**config.mk**
```make
export PLATFORM = sky130hd
export DESIGN_NAME = sign_zero_extend
export DESIGN_NICKNAME = d
export VERILOG_FILES = /design/src/rtl/sign_zero_extend_pkg.sv /design/src/rtl/sign_zero_extend_ext_core.sv /design/src/rtl/sign_zero_extend.sv
export SDC_FILE = /design/constraint.sdc
export NUM_CORES = 1
export LEC_CHECK = 0
export CAP_MARGIN = 20
export CORE_MARGIN = 4
export CORE_UTILIZATION = 33
export DETAILED_ROUTE_END_ITERATION = 7
export GPL_ROUTABILITY_DRIVEN = 0
export PLACE_DENSITY = 0.9
export SYNTH_ARGS = -nofsm -noshare
export SYNTH_HDL_FRONTEND = slang
export SYNTH_SLANG_ARGS = --single-unit
```
**constraint.sdc**
```tcl
create_clock -name CLK -period 1 [get_ports CLK]
set_input_delay 0.15 -clock CLK [delete_from_list [all_inputs] [get_ports CLK]]
set_output_delay 0.15 -clock CLK [all_outputs]
set_load 0.02 [all_outputs]
```
**src/rtl/sign_zero_extend_pkg.sv**
```systemverilog
// -----------------------------------------------------------------------------
// sign_zero_extend_pkg
//   Shared widths and extension-mode encodings for the immediate extender.
//   IMM_W_DEF : default raw immediate width
//   OUT_W_DEF : default extended output width
//   ext_sel_e : ExtSel encodings (EXT_ZERO / EXT_SIGN)
// -----------------------------------------------------------------------------
package sign_zero_extend_pkg;

  localparam int IMM_W_DEF = 16;
  localparam int OUT_W_DEF = 32;

  typedef enum logic {
    EXT_ZERO = 1'b0,
    EXT_SIGN = 1'b1
  } ext_sel_e;

endpackage

```
**src/rtl/sign_zero_extend_ext_core.sv**
```systemverilog
// -----------------------------------------------------------------------------
// ext_core
//   Purely combinational zero/sign extender.
//   Immediate [IMM_W-1:0] : raw immediate
//   ExtSel                : EXT_ZERO or EXT_SIGN
//   OutComb   [OUT_W-1:0] : extended value, zero latency
// -----------------------------------------------------------------------------
module ext_core
  import sign_zero_extend_pkg::*;
#(
  parameter int IMM_W = IMM_W_DEF,
  parameter int OUT_W = OUT_W_DEF
) (
  input  logic [IMM_W-1:0] Immediate,
  input  logic             ExtSel,
  output logic [OUT_W-1:0] OutComb
);

  // Fill bit for the upper field: the immediate's MSB only in sign mode, so a
  // positive immediate sign-extends to the same value as zero extension.
  logic w_fill;

  assign w_fill  = (ExtSel == EXT_SIGN) & Immediate[IMM_W-1];
  assign OutComb = {{(OUT_W-IMM_W){w_fill}}, Immediate};

endmodule

```
**src/rtl/sign_zero_extend.sv**
```systemverilog
// -----------------------------------------------------------------------------
// sign_zero_extend
//   Immediate extender with a combinational tap and a one-cycle registered
//   output stage. One result per cycle, no backpressure.
//   CLK       : rising-edge clock
//   Reset     : asynchronous active-high reset (clears Out/OutValid)
//   Immediate : raw immediate field [IMM_W-1:0]
//   ExtSel    : 0 = zero-extend, 1 = sign-extend
//   InValid   : qualifies Immediate/ExtSel for capture
//   Out       : registered extended value [OUT_W-1:0]
//   OutValid  : high the cycle after a capture
//   OutComb   : combinational extended value of the current inputs
// -----------------------------------------------------------------------------
module sign_zero_extend
  import sign_zero_extend_pkg::*;
#(
  parameter int IMM_W = IMM_W_DEF,
  parameter int OUT_W = OUT_W_DEF
) (
  input  logic             CLK,
  input  logic             Reset,
  input  logic [IMM_W-1:0] Immediate,
  input  logic             ExtSel,
  input  logic             InValid,
  output logic [OUT_W-1:0] Out,
  output logic             OutValid,
  output logic [OUT_W-1:0] OutComb
);

  logic [OUT_W-1:0] w_ext;
  logic [OUT_W-1:0] r_out;
  logic             r_vld;

  ext_core #(
    .IMM_W (IMM_W),
    .OUT_W (OUT_W)
  ) u_ext_core (
    .Immediate (Immediate),
    .ExtSel    (ExtSel),
    .OutComb   (w_ext)
  );

  // Data only loads on a valid beat, so Out holds across idle cycles while
  // the valid flop drops; reset wipes both, discarding any in-flight beat.
  always_ff @(posedge CLK or posedge Reset) begin
    if (Reset) begin
      r_out <= '0;
      r_vld <= 1'b0;
    end else begin
      r_vld <= InValid;
      if (InValid) r_out <= w_ext;
    end
  end

  assign OutComb  = w_ext;
  assign Out      = r_out;
  assign OutValid = r_vld;

endmodule

```
==> metrics.csv <==
stage,metric,value,unit
status,status,"finished, violations left",
status,violations,negative setup slack,
power_and_ir_drop,p_leak,0.905,nW
sta,finClkSkew,0,ns
finish,fin_util,0.589,
clock_network,cts_max_path_buffers,2,
floorplan,fp.dieH,65.0,um
finish,antenna_cells,0,
clock_network,clock_latency,0.29,ns
place,pre_cts_ws,-0.710,ns
power_and_ir_drop,p_per_area,1240,nW/um2
synth,ys_top_cells_by_area,"dfrtp_1 (42%), buf_4 (33%), mux2_4 (14%)",
synth,yosysTopAreaCell,dfrtp_1,
sta,setup_slack,-0.181,ns
routing,routed_via_density,4.12,
place,dpl.hpwl,2080,um
worst_setup_path,crit_arrival,1.03,ns
floorplan,initial_core_util,0.349,
clock_network,tritoncts,yes,
synth,syn_inst,86,
clock_network,h-tree-depth,1,
synth,synth-seq-area-share,0.420,
routing,drt_iter0_markers,15,
power_and_ir_drop,ir_worst_vdd,0.000561,V
global_route,grt_max_degree,19,
finish,drive_gt1_frac,0.727,
worst_setup_path,worstPathRequired,0.85,ns
worst_setup_path,crit_family,flip-flops,
flow_run,drv_cap,0,
worst_setup_path,cp_max_fo,8,
worst_setup_path,start_kind,register,
synth,mappedNetlistArea,1070,um2
floorplan,fp.dieW,65.0,um
worst_setup_path,path_class,reg2out,
floorplan,fp-row-count,20,
sta,setup_tns,-2.77,ns
sta,period_needed,1.18,ns
synth,synthesis.nets,106,
finish,areaGrowthSynthToFinish,68.9,%
sta,max_freq,847,MHz
synth,postSynthAreaPerCell,12.5,um2
synth,synth_cell_types,8,
routing,wl_per_cell,15.9,um
sta,slew_violations,0,
sta,hold_viol,0,
worst_setup_path,critPathBufInv,2,
routing,firstDrtPassIters,2,
synth,ys_seq_elements,18,
floorplan,ios,85,
floorplan,core,3080,um2
clock_network,cts.reportedPaths.clkPinSlew,0.11,ns
worst_setup_path,critPathMaxStageDelay,0.46,ns
global_route,antenna_found_initial,0,
clock_network,cts_buffers,3,
global_route,track_usage,0.136,
global_route,grt_pass1_vias,783,
sta,relSlewSlack,0.864,
place,numPortBuffers,84,
clock_network,cts_root_buffer,clkbuf_4,
sta,setup_viol,16,
min_path,hold_class,in2async,
routing,drc,0,
floorplan,die_area,4230,um2
finish,nNetsFinal,164,
sta,rsz0062_at_grt,true,
sta,timing.final.crit_share,1.18,
synth,yosysTopAreaCellShare,0.420,
worst_setup_path,crit_top_cell,buf_6,
routing,antenna_left,0,
global_route,grt_pass1_wl,4370,um
synth,synth_warnings,0,
clock_network,clock_sink_count,18,
routing,wirelength,2970,um
worst_setup_path,end_kind,output port,
sta,tightest_slew,0.205,ns
worst_setup_path,cpMaxStageDelayCell,dfrtp_2,
routing,via_count,771,
worst_setup_path,path_cells,buf_6 > buf_6,
global_route,overflow,0,
Yosys cell counts:
cell type	n
buf_4	47
dfrtp_1	18
mux2_4	10
mux2_2	7
and2_1	1
buf_12	1
buf_6	1
inv_1	1
area by class of cell:
class	count	area, um2
Tap cell	44	55.1
Multi-Input combinational cell	18	238
Sequential cell	18	452
Fill cell	258	1260
Timing Repair Buffer	102	1040
Clock buffer	4	26.3
Inverter	1	3.75
worst paths after layout:
path                                           from                   to  slack (ns)  cells past startpoint
worst max-delay path            Out[16]$_DFFE_PP0P_              Out[21]       -0.18                      2
worst min register to register   Out[1]$_DFFE_PP0P_   Out[1]$_DFFE_PP0P_        0.54                      1
min in group CLK                            InValid   OutValid$_DFF_PP0_        0.24                      2
worst min-delay path                          Reset   Out[4]$_DFFE_PP0P_        0.17                      3
max in group asynchronous                     Reset  Out[16]$_DFFE_PP0P_        0.70                      3
worst max register to register  Out[16]$_DFFE_PP0P_  Out[16]$_DFFE_PP0P_        0.03                      2
routing by layer:
layer | wire [um] | vias up | global-route usage | part of all wire
met5 | 0 | - | 0 | 0
met4 | 0 | 0 | 0.0233 | 0
met3 | 307 | 0 | 0.0572 | 0.10
met2 | 1710 | 56 | 0.261 | 0.57
met1 | 961 | 373 | 0.136 | 0.32
li1 | - | 342 | - | -
where the power goes:
group / total, mW / leakage (nW) / switching, mW / internal (mW)
Clock: 0.375 / 0.0150 / 0.220 / 0.155
Combinational: 1.01 / 0.680 / 0.459 / 0.555
Sequential: 0.854 / 0.210 / 0.0551 / 0.799
per-stage QoR:
stage / std cells / area (um2) / power, mW / hold slack (ns)
4_1_cts: 181 / 1690 / 2.18 / 0.166
2_1_floorplan: 86 / 1070 / 1.42 / 0.0885
6_report: 187 / 1810 / 2.24 / 0.168
3_3_place_gp: 173 / 1660 / 1.74 / 0.478
3_5_place_dp: 173 / 1660 / 1.76 / 0.494
5_1_grt: 187 / 1810 / 2.34 / 0.168
layout by cell type (no fill, tap or decap), types with 2 or more instances in the layout:
cell type        netlist  layout
buf_6                  1      51
mux2_2                 7       7
clkbuf_4               0       3
mux2_4                10      10
dfrtp_1               18      17
buf_8                  0       5
clkdlybuf4s15_1        0       2
buf_4                 47       8
buf_2                  0      16
clkdlybuf4s50_1        0      16
cells by family (layout without fill, tap and decap cells):
kind of cell	count (synthesis)	in the layout	share of synthesized area
buffers and inverters	50	107	0.361
flip-flops	18	18	0.420
multiplexers	17	17	0.213
AND/OR/NAND/NOR	1	1	0.00583
repair_timing:
item | CTS | global route
gates resized for setup | 354 | 23
setup endpoints to repair | 65 | 49
hold buffers | 0 | 0
buffers inserted | 3 | 4
pin swaps | 1 | 0
gates cloned | 1 | 2
registers in the layout, summed over array words and instances, names as in the netlist:
signal    count
Out          17
OutValid      1
tightest hold or removal path, cell delays in order:
cell             delay, ns
clkdlybuf4s50_1       0.40
inv_1                 0.09
buf_12                0.16
(Power assumes the default switching activity.)
